$ cat config.mk
export PLATFORM = sky130hd
export DESIGN_NAME = fb_ex_mem_reg
export DESIGN_NICKNAME = d
export VERILOG_FILES = /design/src/rtl/fb_ex_mem_reg.sv
export SDC_FILE = /design/constraint.sdc
export NUM_CORES = 1
export LEC_CHECK = 0
export CELL_PAD_IN_SITES_DETAIL_PLACEMENT = 0
export CELL_PAD_IN_SITES_GLOBAL_PLACEMENT = 2
export CORE_ASPECT_RATIO = 0.7
export CORE_MARGIN = 10
export CORE_UTILIZATION = 20
export DETAILED_ROUTE_END_ITERATION = 8
export GPL_ROUTABILITY_DRIVEN = 0
export PLACE_DENSITY_LB_ADDON = 0.1
export SETUP_SLACK_MARGIN = 0.3
export SYNTH_ARGS = -nofsm -noshare
export SYNTH_HDL_FRONTEND = slang
export SYNTH_SLANG_ARGS = --single-unit
$ cat constraint.sdc
create_clock -name clk -period 2.3 [get_ports clk]
set_clock_uncertainty 0.15 [all_clocks]
set_input_delay 0.345 -clock clk [delete_from_list [all_inputs] [get_ports clk]]
set_output_delay 0.345 -clock clk [all_outputs]
set_load 0.05 [all_outputs]
$ cat src/rtl/fb_ex_mem_reg.sv
// +--------------------------------------------------------------------------+
// | fb_ex_mem_reg : EX/MEM pipeline register with flag register and branch   |
// | redirect. Optional perf counters when FB_EXMEM_PERF_EN is defined.       |
// | Rev 1.0                                                                  |
// +--------------------------------------------------------------------------+
`default_nettype none

module fb_ex_mem_reg #(
  parameter int XLEN = 32,
  parameter int RD_W = 5
) (
  input  logic            clk,
  input  logic            rst,
  input  logic            ex_valid,
  input  logic [XLEN-1:0] ex_alu_res,
  input  logic [3:0]      ex_csr,
  input  logic            ex_csr_write,
  input  logic [2:0]      ex_funct3,
  input  logic [XLEN-1:0] ex_br_target,
  input  logic [XLEN-1:0] ex_pc,
  input  logic [RD_W-1:0] ex_rd,
  input  logic            ex_reg_write,
  input  logic            ex_mem_read,
  input  logic            ex_mem_write,
  input  logic [XLEN-1:0] ex_store_data,
  input  logic            stall,
  input  logic            flush,
  output logic            mem_valid,
  output logic [XLEN-1:0] mem_alu_res,
  output logic [XLEN-1:0] mem_pc,
  output logic [RD_W-1:0] mem_rd,
  output logic            mem_reg_write,
  output logic            mem_mem_read,
  output logic            mem_mem_write,
  output logic [XLEN-1:0] mem_store_data,
  output logic [3:0]      flags,
  output logic            redirect_valid,
  output logic [XLEN-1:0] redirect_pc
`ifdef FB_EXMEM_PERF_EN
  ,
  output logic [31:0]     perf_stall_cnt,
  output logic [31:0]     perf_taken_cnt
`endif
);

  logic            valid_q, valid_d;
  logic [XLEN-1:0] alu_res_q, alu_res_d;
  logic [XLEN-1:0] pc_q, pc_d;
  logic [RD_W-1:0] rd_q, rd_d;
  logic            reg_write_q, reg_write_d;
  logic            mem_read_q, mem_read_d;
  logic            mem_write_q, mem_write_d;
  logic [XLEN-1:0] store_data_q, store_data_d;
  logic [3:0]      flags_q, flags_d;
  logic            redirect_valid_q, redirect_valid_d;
  logic [XLEN-1:0] redirect_pc_q, redirect_pc_d;
  logic            accept;
  logic            br_taken;

  // Flag layout is {NF,ZF,CF,VF}; conditions evaluate the incoming ALU flags.
  always_comb begin
    br_taken = 1'b0;
    case (ex_funct3)
      3'b000:  br_taken = ex_csr[2];
      3'b001:  br_taken = ~ex_csr[2];
      3'b100:  br_taken = ex_csr[3] ^ ex_csr[0];
      3'b101:  br_taken = ~(ex_csr[3] ^ ex_csr[0]);
      3'b110:  br_taken = ~ex_csr[1];
      3'b111:  br_taken = ex_csr[1];
      default: br_taken = 1'b0;
    endcase
  end

  assign accept = ex_valid & ~stall & ~flush;

  always_comb begin
    valid_d          = valid_q;
    alu_res_d        = alu_res_q;
    pc_d             = pc_q;
    rd_d             = rd_q;
    reg_write_d      = reg_write_q;
    mem_read_d       = mem_read_q;
    mem_write_d      = mem_write_q;
    store_data_d     = store_data_q;
    flags_d          = flags_q;
    redirect_valid_d = 1'b0;
    redirect_pc_d    = redirect_pc_q;
    if (flush) begin
      valid_d     = 1'b0;
      reg_write_d = 1'b0;
      mem_read_d  = 1'b0;
      mem_write_d = 1'b0;
    end else if (!stall) begin
      valid_d      = ex_valid;
      alu_res_d    = ex_alu_res;
      pc_d         = ex_pc;
      rd_d         = ex_rd;
      store_data_d = ex_store_data;
      reg_write_d  = ex_reg_write & ex_valid;
      mem_read_d   = ex_mem_read & ex_valid;
      mem_write_d  = ex_mem_write & ex_valid;
      if (accept && ex_csr_write) begin
        flags_d = ex_csr;
        if (br_taken) begin
          redirect_valid_d = 1'b1;
          redirect_pc_d    = ex_br_target;
        end
      end
    end
  end

  always_ff @(posedge clk) begin
    if (rst) begin
      valid_q          <= 1'b0;
      alu_res_q        <= '0;
      pc_q             <= '0;
      rd_q             <= '0;
      reg_write_q      <= 1'b0;
      mem_read_q       <= 1'b0;
      mem_write_q      <= 1'b0;
      store_data_q     <= '0;
      flags_q          <= 4'b0000;
      redirect_valid_q <= 1'b0;
      redirect_pc_q    <= '0;
    end else begin
      valid_q          <= valid_d;
      alu_res_q        <= alu_res_d;
      pc_q             <= pc_d;
      rd_q             <= rd_d;
      reg_write_q      <= reg_write_d;
      mem_read_q       <= mem_read_d;
      mem_write_q      <= mem_write_d;
      store_data_q     <= store_data_d;
      flags_q          <= flags_d;
      redirect_valid_q <= redirect_valid_d;
      redirect_pc_q    <= redirect_pc_d;
    end
  end

  assign mem_valid      = valid_q;
  assign mem_alu_res    = alu_res_q;
  assign mem_pc         = pc_q;
  assign mem_rd         = rd_q;
  assign mem_reg_write  = reg_write_q;
  assign mem_mem_read   = mem_read_q;
  assign mem_mem_write  = mem_write_q;
  assign mem_store_data = store_data_q;
  assign flags          = flags_q;
  assign redirect_valid = redirect_valid_q;
  assign redirect_pc    = redirect_pc_q;

`ifdef FB_EXMEM_PERF_EN
  logic [31:0] stall_cnt_q, stall_cnt_d;
  logic [31:0] taken_cnt_q, taken_cnt_d;

  // Both counters wrap naturally at 32 bits.
  always_comb begin
    stall_cnt_d = stall_cnt_q + {31'd0, (stall & ~flush)};
    taken_cnt_d = taken_cnt_q + {31'd0, redirect_valid_d};
  end

  always_ff @(posedge clk) begin
    if (rst) begin
      stall_cnt_q <= '0;
      taken_cnt_q <= '0;
    end else begin
      stall_cnt_q <= stall_cnt_d;
      taken_cnt_q <= taken_cnt_d;
    end
  end

  assign perf_stall_cnt = stall_cnt_q;
  assign perf_taken_cnt = taken_cnt_q;
`endif

endmodule

`default_nettype wire
; ---- Yosys cells after proc, flatten, opt, wreduce, memory -nomap -nowiden
; Index checks and enable logic that the tools add are counted.
[classes]
add_sub_neg = 0
mul = 0
div_mod_pow = 0
order_cmp = 0
n_eq_ne = 5
shifts = 0
n_mux = 2
n_bitwise = 12
n_reduce_logical = 7
[ops]
columns = cell, n
row1 = 3-bit == test (second input constant), 4
row2 = 1-bit inverter, 6
row3 = 1-bit one-hot mux with 6 select lines, 1
row4 = 1-bit bitwise AND, 5
row5 = 4-bit AND reduction, 1
row6 = 4-bit OR reduction, 1
row7 = 3-bit by 1-bit == test with 1-bit output (second input constant), 1
row8 = 3-bit logical NOT, 1
row9 = 3-bit AND reduction, 1
row10 = 2-bit AND reduction, 1
row11 = 2-bit OR reduction, 1
row12 = 1-bit logical AND, 1
row13 = 1-bit 2-to-1 mux, 1
row14 = 1-bit XOR, 1
[word_totals]
reg_bits = 142
latchBits = 0
ram_bits = 0
romBits = 0
inputBits = 149
out_inout_bits = 142
mem_count = 0

; ---- Depth between registers and ports, before layout
; Gate-level depths: netlist of run 1.
[depth]
ltp_word = 6
mapped_depth = 6

; ---- Worst setup path before layout of run 1
; OpenSTA, ideal clock, no wires.
[synth_timing]
path_kind = input-to-reg
start = input port flush
end = register redirect_pc_q[10], in the netlist redirect_pc[10]
arrival_ns = 1.541
t_required_ns = 2.078
path_slack_ns = 0.538
stages = 6
path_buffers = 2
path_cell_list = and4bb_1 buf_4 nand2_1 a211oi_4 buf_6 mux2i_1
[synth_between]
elab_chain_len = 4
[synth_lines]
columns = item, line
row1 = start: declaration, 27  ; input logic flush,
row2 = 1-bit inverter (no source line) *, --
row3 = 1-bit bitwise AND, 74  ; assign accept = ex_valid & ~stall & ~flush;
row4 = 1-bit logical AND, 102  ; if (accept && ex_csr_write) begin
row5 = 4-bit AND reduction (no source line) *, --
row6 = end signal: assignment, 136  ; redirect_pc_q <= redirect_pc_d;
row7 = end: declaration, 56  ; logic [XLEN-1:0] redirect_pc_q, redirect_pc_d;
; Mark *: on every way between the ends. The rest lies on a longest branch, timed or not.
; A chain may end at the register's enable or synchronous reset.

; ---- Worst setup path after layout of run 1
[layout_timing]
start = input port flush
end = register redirect_pc_q[17], in the netlist redirect_pc[17]
; The elaborated chain is that of the path after synthesis.

==> impl_metrics.csv, run 1 <==
group,metric,value,unit
power,powerDensity,715.0,nW/um2
worst_setup_path,rrSetupSlack,1.46,ns
global_route,gr-usage-met3,6.905,%
worst_setup_path,startpoint_type,"primary input",
timing,timing_max_transition_violations_final,0,
clocking,path_clk_slew,0.06,ns
timing,hold_viol_final,0,
yosys,synth-warning-count,0,
cells_and_area,final_common_cell,"nand2_1",
cells_and_area,seq_area,2843,um2
yosys,synth_cells,617,
cells_and_area,syn_to_final_growth,71.27,%
cells_and_area,final_cells,1241,
yosys,synth.distinct_cells,21,
status,outcome,"finished, final reports clean",
power,peakVddDrop,0.4816,mV
worst_setup_path,crit_type,"primary input to flip-flop",
timing,setup_tns,0,ns
placement,dpl.cell_count,1206,
yosys,syn_avg_cell_area,8.511,um2
placement,dp_hpwl,15770,um
detailed_routing,ant_nets,0,
detailed_routing,wl_per_cell,17.10,um
cells_and_area,fill_cells,2687,
timing,slew_headroom,59.89,%
cells_and_area,layout-drive-gt1-share,4.851,%
worst_setup_path,end_kind,"flip-flop",
worst_setup_path,crit-reg2reg-capture,"mem_mem_read",
floorplan,die_y,155.6,um
timing,finalCritPeriodShare,82.51,%
detailed_routing,avgViaCountPerCell,4.059,
yosys,ys_seq_area_share,54.13,%
hold_path,hold_path.class,"primary input to flip-flop",
hold_path,hold_start,"rst",
floorplan,core,25750,um2
worst_setup_path,crit_required,2.49,ns
clocking,h-tree-depth,4,
timing,fin_crit,1.898,ns
global_route,grt-ovfl-total,0,
floorplan,die_x,213.7,um
timing,max_freq,0.5270,GHz
yosys,synth_seq_cells,142,
timing,setup-violations-final,0,
worst_setup_path,arrival,2.09,ns
detailed_routing,vias,5037,
global_route,met1_usage,14.51,%
clocking,cts_root_buffer,"clkbuf_16",
timing,worst_slack,0.4023,ns
global_route,gr-usage-all-layers,12.61,%
clocking,cts_tree,"done",
floorplan,fp-row-count,49,
cells_and_area,multi_input_area,2216,um2
worst_setup_path,crit_fanout,17,
yosys,synth_area,5251,um2
yosys,syn-num-nets,766,
clocking,clk-insertion-delay-late,0.42,ns
detailed_routing,drt-initial-drc-count,176,
detailed_routing,dr.pass1.iters,4,
global_route,grt_start_max_net_pins,76,
power,p_leak,3.844,nW
cells_and_area,final_cell_mix,"nand2_1 (203), clkdlybuf4s50_1 (147), dfxtp_1 (142), dlygate4sd2_1 (142), a21oi_1 (102)",
flow_run,cap_violations,0,
cells_and_area,finalNetCount,1043,
global_route,grtUsageMet2,19.91,%
placement,dp_slack,-0.003827,ns
worst_setup_path,r2r_cells,2,
clocking,holdBufCountCts,0,
floorplan,dieArea,33240,um2
global_route,grt_pass1_wl,32020,um
hold_path,holdPathStages,2,
detailed_routing,drc,0,
detailed_routing,finalWirelength,21220,um
global_route,antenna_found_initial,3,
placement,port_buffers,290,
global_route,busiest_layer,"met2",
clocking,cts-buffers-inserted,17,
floorplan,pin_count,291,
worst_setup_path,reg2reg_from,"mem_mem_read",
timing,tightest_slew,0.6040,ns
timing,rsz0062_at_grt,"false",
global_route,grt_pass1_vias,5245,
clocking,clockBufferDepth,2,
hold_path,min_to,"flags[3]",
clocking,cts_sinks,142,
floorplan,start_util,20.39,%
-- per-stage QoR --
step | total power, mW | area (um2) | util, % | hold slack, ns
after floorplan | 3.197 | 5251 | - | 0.2743
after global placement | 3.742 | 8578 | 33.31 | 0.2910
after detailed placement | 3.751 | 8578 | 33.31 | 0.2960
after CTS | 6.564 | 8986 | 34.90 | 0.1681
after global routing | 6.722 | 8986 | 34.90 | 0.1805
final | 6.431 | 8994 | 34.93 | 0.1884
-- routing by layer --
metal,routed length (um),part of all wire (%),vias up
li1,-,-,2546
met1,8889,42,2319
met2,9790,46,158
met3,2353,11,12
met4,172,0.81,2
met5,13,0.061,-
-- layout make-up --
cell class / instances / share of cell area [%]
Inverter: 2 / 0.08347
Clock buffer: 25 / 5.287
Timing Repair Buffer: 303 / 32.47
Multi-Input combinational cell: 428 / 24.64
Clock inverter: 7 / 1.224
Sequential cell: 142 / 31.61
Antenna cell: 3 / 0.08347
Tap cell: 331 / 4.605
-- registers in the layout, indices dropped and copies added, names as in the netlist --
signal          cells
flags               4
mem_rd              5
mem_pc             32
mem_reg_write       1
mem_store_data     32
mem_mem_write       1
redirect_pc        32
redirect_valid      1
mem_mem_read        1
mem_alu_res        32
mem_valid           1
-- synth_stat cells --
cell type / count / area share (%)
o22ai_1: 2 / 0.24
nand2_1: 203 / 15
and4bb_1: 1 / 0.24
nand2b_1: 65 / 7.7
buf_4: 1 / 0.14
clkbuf_1: 36 / 2.6
a22oi_1: 3 / 0.43
o21ba_2: 1 / 0.19
inv_1: 2 / 0.14
or2_1: 1 / 0.12
buf_6: 3 / 0.64
dfxtp_1: 142 / 54
nor3_1: 4 / 0.38
xor3_1: 1 / 0.45
mux2i_1: 36 / 6.9
nor2b_1: 2 / 0.24
buf_1: 5 / 0.36
nand3b_1: 1 / 0.14
a211oi_4: 1 / 0.38
a21oi_1: 102 / 9.7
nor2_1: 5 / 0.36
-- worst max-delay path by stage --
stage / startpoint / to / slack [ns]
after CTS: mem_store_data[25] / mem_store_data[25] / 0.42
after global placement: flush / redirect_pc[23] / 0.02
final: flush / redirect_pc[17] / 0.40
after detailed placement: flush / redirect_pc[20] / -0.004
after global routing: flush / redirect_pc[1] / 0.31
after floorplan: flush / redirect_pc[10] / 0.54
-- cells by family (layout without fill, tap and decap cells) --
logic type	count (synthesis)	after routing	share of synthesized area, %
other cells	0	3	0
mux	36	36	6.862
buf+inv	47	337	3.860
flops	142	142	54.13
compound gates	109	109	10.96
xor+xnor	1	1	0.4527
simple gates	282	282	23.73
-- power breakdown --
group / internal (mW) / total, mW / leakage [nW] / switching (mW)
clock network: 1.76 / 2.81 / 0.289 / 1.05
logic: 0.421 / 1.02 / 2.40 / 0.604
registers: 2.55 / 2.59 / 1.16 / 0.0423
total: 4.73 / 6.43 / 3.84 / 1.70
-- worst max-delay path, cell delays in order --
cell	delay, ns
clkdlybuf4s50_1	0.43
and4bb_1	0.40
nand2_1	0.13
a211oi_4	0.34
buf_12	0.22
mux2i_1	0.22
-- repair_timing --
item / CTS / global route
setup endpoints to repair: 142 / 0
buffers inserted: 0 / 0
resized for setup: 142 / 0
(Power assumes the default switching activity.)
==> run 2, diff against run 1 <==
--- a/config.mk
+++ b/config.mk
@@ -9,7 +9,7 @@
 export CELL_PAD_IN_SITES_GLOBAL_PLACEMENT = 2
 export CORE_ASPECT_RATIO = 0.7
 export CORE_MARGIN = 10
-export CORE_UTILIZATION = 20
+export CORE_UTILIZATION = 18
 export DETAILED_ROUTE_END_ITERATION = 8
 export GPL_ROUTABILITY_DRIVEN = 0
 export PLACE_DENSITY_LB_ADDON = 0.1
==> constraint.sdc (replaced) <==
create_clock -name clk -period 1.58 [get_ports clk]
set_clock_uncertainty 0.15 [all_clocks]
set_input_delay 0.237 -clock clk [delete_from_list [all_inputs] [get_ports clk]]
set_output_delay 0.237 -clock clk [all_outputs]
set_load 0.05 [all_outputs]
==> impl_metrics.csv, run 2 (synthesis results as in run 1) <==
group,metric,value,unit
cells_and_area,syn_to_final_growth,116.3,%
global_route,antenna_found_initial,1,
cells_and_area,finalNetCount,1089,
global_route,grt_start_max_net_pins,54,
timing,fin_hold_ws,0.03929,ns
power,total_power,10.08,mW
floorplan,pin_count,291,
clocking,cts_tree,"done",
placement,dp_slack,-0.6148,ns
floorplan,dieArea,36520,um2
detailed_routing,drc,0,
power,sw_frac_of_total,26.27,%
detailed_routing,ant_nets,0,
clocking,h-tree-depth,4,
clocking,path_clk_slew,0.06,ns
power,powerDensity,886.9,nW/um2
worst_setup_path,crit_required,1.78,ns
timing,rsz0062_at_grt,"true",
power,peakVddDrop,0.6967,mV
hold_path,holdPathStages,2,
timing,hold_viol_final,0,
placement,place_area,10180,um2
timing,finalCritPeriodShare,91.88,%
timing,max_freq,0.6889,GHz
cells_and_area,fin_area,11360,um2
hold_path,hold_start,"rst",
global_route,grt-ovfl-total,0,
clocking,cts_root_buffer,"clkbuf_16",
cells_and_area,final_cell_mix,"nand2_1 (202), buf_12 (154), dfxtp_2 (139)",
power,p_comb_share,19.4,%
detailed_routing,met3_length,2271,um
detailed_routing,vias,5304,
timing,setup_tns,0,ns
floorplan,die_y,162.9,um
timing,worst_slack,0.1283,ns
worst_setup_path,rrSetupSlack,0.63,ns
timing,slew_headroom,80.74,%
detailed_routing,dr.pass1.iters,4,
cells_and_area,final_cells,1331,
floorplan,die_x,224.2,um
floorplan,start_util,18.22,%
global_route,gr-usage-all-layers,12.47,%
detailed_routing,dr_wl_met2,11200,um
timing,timing_max_transition_violations_final,0,
global_route,grt_pass1_vias,5596,
floorplan,fp-row-count,52,
timing,tightest_slew,0.2889,ns
cells_and_area,layout-drive-gt1-share,40.34,%
worst_setup_path,crit_type,"primary input to flip-flop",
worst_setup_path,reg2reg_from,"mem_alu_res[30]",
timing,fin_crit,1.452,ns
cells_and_area,final_util,39.41,%
placement,dp_hpwl,17080,um
power,p_leak,4.271,nW
worst_setup_path,end_kind,"flip-flop",
worst_setup_path,crit_fanout,8,
worst_setup_path,r2r_cells,4,
floorplan,core,28820,um2
worst_setup_path,crit-reg2reg-capture,"mem_alu_res[30]",
power,seqPwrFrac,38.5,%
clocking,clk-insertion-delay-late,0.42,ns
hold_path,min_to,"mem_alu_res[14]",
global_route,grt_pass1_wl,34440,um
flow_run,cap_violations,0,
detailed_routing,wl_met1,9376,um
detailed_routing,drt-initial-drc-count,215,
placement,port_buffers,290,
detailed_routing,wl_per_cell,17.34,um
worst_setup_path,startpoint_type,"primary input",
status,outcome,"finished, final reports clean",
hold_path,hold_path.class,"primary input to flip-flop",
clocking,clockBufferDepth,2,
timing,setup-violations-final,0,
clocking,cts-buffers-inserted,17,
power,power_switching,2.647,mW
detailed_routing,finalWirelength,23090,um
power,clkPwrFrac,42.1,%
detailed_routing,avgViaCountPerCell,3.985,
placement,dpl.cell_count,1265,
power,p_int,7.428,mW
cells_and_area,final_common_cell,"nand2_1",
detailed_routing,topRoutingLayerUsed,"met4",
clocking,cts_sinks,142,
worst_setup_path,arrival,1.65,ns
## run 2: per-layer routing
metal / up-vias / global-route usage [%]
li1: 2641 / -
met1: 2486 / 13.54
met2: 159 / 21.00
met3: 18 / 6.585
met4: 0 / 3.237
met5: - / 0
## run 2: layout make-up
type	count	area [um2]
diodes	1	2.502
inverters	2	7.507
flip-flops and latches	142	3028
repair buffers	349	4992
fillers	2780	17460
multi-input cells	428	2238
clock inverters	9	133.9
clock buffers	22	484.2
well taps	378	473.0
## run 2: critical path, cell delays in order
cell and delay, ns:
buf_8 0.10, xor3_1 0.38, o22ai_2 0.11, a211oi_4 0.22
buf_6 0.18, buf_12 0.11, buf_16 0.13, mux2i_1 0.18
## run 2: worst max path at each step
stage                           end         start  slack (ns)
CTS                  redirect_pc[7]  ex_funct3[0]        0.18
detailed placement  redirect_pc[24]     ex_csr[3]       -0.61
finish              redirect_pc[18]  ex_funct3[0]        0.13
global placement     redirect_pc[7]     ex_csr[3]       -0.59
floorplan           redirect_pc[10]     ex_csr[3]       -0.07
global route        redirect_pc[16]  ex_funct3[0]        0.07
## run 2: repair_timing
item                                    CTS  global route
pin swaps                                 5             0
hold buffers                              2             0
resized for setup                       174             8
cloned                                    4             0
setup buffers                            11            17
endpoints found under the setup margin  259           175
endpoints found under the hold margin     5             0
## run 2: power by group through the flow
stage,registers (mW),logic (mW),clock network [mW]
floorplan,4.32,0.349,0
global placement,3.93,1.91,0
detailed placement,3.93,1.92,0
CTS,3.88,1.96,4.44
global route,3.89,2.07,4.57
finish,3.88,1.95,4.25
==> run 3, diff against run 2 <==
--- a/config.mk
+++ b/config.mk
@@ -9,7 +9,8 @@
 export CELL_PAD_IN_SITES_GLOBAL_PLACEMENT = 2
 export CORE_ASPECT_RATIO = 0.7
 export CORE_MARGIN = 10
-export CORE_UTILIZATION = 18
+export CORE_UTILIZATION = 22
+export CTS_CLUSTER_DIAMETER = 80
 export DETAILED_ROUTE_END_ITERATION = 8
 export GPL_ROUTABILITY_DRIVEN = 0
 export PLACE_DENSITY_LB_ADDON = 0.1
==> constraint.sdc (replaced) <==
create_clock -name clk -period 1.8 [get_ports clk]
set_clock_uncertainty 0.15 [all_clocks]
set_input_delay 0.27 -clock clk [delete_from_list [all_inputs] [get_ports clk]]
set_output_delay 0.27 -clock clk [all_outputs]
set_load 0.05 [all_outputs]
==> impl_metrics.csv, run 3 (synthesis results as in run 1) <==
group,metric,value,unit
flow_run,cap_violations,0,
global_route,grt-ovfl-total,0,
placement,dpl.cell_count,1198,
detailed_routing,wl_per_cell,17.14,um
cells_and_area,final_cell_mix,"nand2_1 (202), buf_4 (156), dfxtp_1 (142)",
cells_and_area,fill_cells,2415,
floorplan,dieArea,30550,um2
detailed_routing,avgViaCountPerCell,4.096,
power,sw_frac_of_total,25.44,%
timing,rsz0062_at_grt,"true",
clocking,h-tree-depth,4,
power,power_switching,2.203,mW
timing,slew_headroom,77.75,%
power,clkPwrFrac,45.9,%
clocking,clockBufferDepth,2,
global_route,grt_pass1_vias,5281,
cells_and_area,finalNetCount,1058,
floorplan,start_util,22.27,%
clocking,cts_root_buffer,"clkbuf_16",
timing,tightest_slew,0.3337,ns
placement,place_area,8225,um2
power,powerDensity,956.6,nW/um2
global_route,grt_start_max_net_pins,71,
clocking,cts-buffers-inserted,17,
timing,setup-violations-final,0,
floorplan,fp-row-count,47,
hold_path,hold_path.class,"primary input to flip-flop",
global_route,grt_pass1_wl,32020,um
timing,timing_max_transition_violations_final,0,
timing,setup_tns,0,ns
clocking,cts_tree,"done",
worst_setup_path,cp_slowest_stage_delay,0.40,ns
floorplan,die_y,149.3,um
placement,port_buffers,290,
cells_and_area,final_cells,1242,
power,p_int,6.459,mW
power,p_leak,3.636,nW
power,peakVddDrop,0.6000,mV
power,seqPwrFrac,38.4,%
global_route,gr-usage-all-layers,13.59,%
worst_setup_path,startpoint_type,"primary input",
cells_and_area,layout-drive-gt1-share,23.10,%
floorplan,pin_count,291,
cells_and_area,fin_area,9055,um2
power,p_comb_share,15.7,%
detailed_routing,dr.pass1.iters,4,
placement,dp_hpwl,15800,um
worst_setup_path,rrSetupSlack,0.98,ns
detailed_routing,ant_nets,0,
detailed_routing,finalWirelength,21290,um
worst_setup_path,crit_required,1.99,ns
timing,hold_viol_final,0,
detailed_routing,drc,0,
timing,fin_crit,1.500,ns
worst_setup_path,path_cells,"buf_8 > xor3_1 > o22ai_2 > a211oi_4 > buf_6 > buf_12 > buf_16 > mux2i_1",
status,outcome,"finished, final reports clean",
timing,finalCritPeriodShare,83.34,%
floorplan,die_x,204.7,um
cells_and_area,syn_to_final_growth,72.43,%
worst_setup_path,slowest_stage,"xor3_1",
worst_setup_path,arrival,1.69,ns
floorplan,core,23580,um2
clocking,path_clk_slew,0.06,ns
detailed_routing,drt-initial-drc-count,166,
timing,max_freq,0.6666,GHz
cells_and_area,final_common_cell,"nand2_1",
detailed_routing,vias,5087,
worst_setup_path,crit_fanout,8,
clocking,cts_sinks,142,
clocking,clk-insertion-delay-late,0.42,ns
worst_setup_path,end_kind,"flip-flop",
global_route,antenna_found_initial,2,
worst_setup_path,crit_type,"primary input to flip-flop",
==> run 3: cell count changes in the layout (fill, tap and decap cells not counted), moves of 2 or more <==
cell	delta
buf_12	-146
dfxtp_1	+142
dfxtp_2	-139
buf_4	+116
clkdlybuf4s15_1	-3
clkinvlp_4	-3
dfxtp_4	-3
bufinv_16	+2
clkinv_2	+2
dlygate4sd2_1	+2
==> run 3: area by class of cell <==
type                    count  area (um2)  area share, %
flip-flops and latches    142        2843          31.39
repair buffers            318        2905          32.09
multi-input cells         428        2231          24.64
clock inverters            10       181.4          2.004
inverters                   2       7.507        0.08291
diodes                      2       5.005        0.05527
clock buffers              22       484.2          5.348
well taps                 318       397.9          4.394
==> run 3: metrics by stage <==
stage | hold slack [ns] | total power [mW] | setup WS [ns] | util, %
floorplan | 0.1993 | 4.087 | 0.1177 | -
global placement | 0.2929 | 4.745 | -0.4600 | 34.88
detailed placement | 0.2979 | 4.756 | -0.4883 | 34.88
CTS | 0.02201 | 8.814 | 0.2835 | 38.35
global route | 0.04546 | 9.019 | 0.2097 | 38.38
finish | 0.04595 | 8.662 | 0.2999 | 38.40
==> run 3: routing by layer <==
metal,vias up,GRT usage (%),routed length [um]
li1,2579,-,-
met1,2337,15.65,8842
met2,155,22.23,10230
met3,14,6.597,2029
met4,2,3.248,176
met5,-,0,13
==> run 3: power groups by stage <==
| stage | Clock, mW | Combinational [mW] | Sequential (mW) |
|---|---|---|---|
| 2_1_floorplan | 0 | 0.298 | 3.79 |
| 3_3_place_gp | 0 | 1.35 | 3.39 |
| 5_1_grt | 4.23 | 1.45 | 3.34 |
| 3_5_place_dp | 0 | 1.36 | 3.39 |
| 6_report | 3.98 | 1.36 | 3.33 |
| 4_1_cts | 4.11 | 1.38 | 3.33 |
==> run 3: worst paths after layout <==
check           startpoint              end  cells after the start
max           ex_funct3[0]  redirect_pc[13]                      8
min                  flush        mem_valid                      3
max reg2reg  mem_reg_write    mem_reg_write                      2
min reg2reg      mem_pc[1]        mem_pc[1]                      2
==> run 3: critical path, delay by kind of cell <==
| kind | cells | cell delay (ns) |
|---|---|---|
| compound gates | 2 | 0.31 |
| mux | 1 | 0.19 |
| buf+inv | 4 | 0.52 |
| xor+xnor | 1 | 0.40 |
==> run 3: repair_timing <==
action                                  4_1_cts  5_1_grt
hold endpoints to repair                      1        1
gates resized for setup                      33        2
cloned                                        3        0
buffers inserted                              5        0
endpoints found under the setup margin       34       19
hold buffers                                  1        1
pin swaps                                     5        5
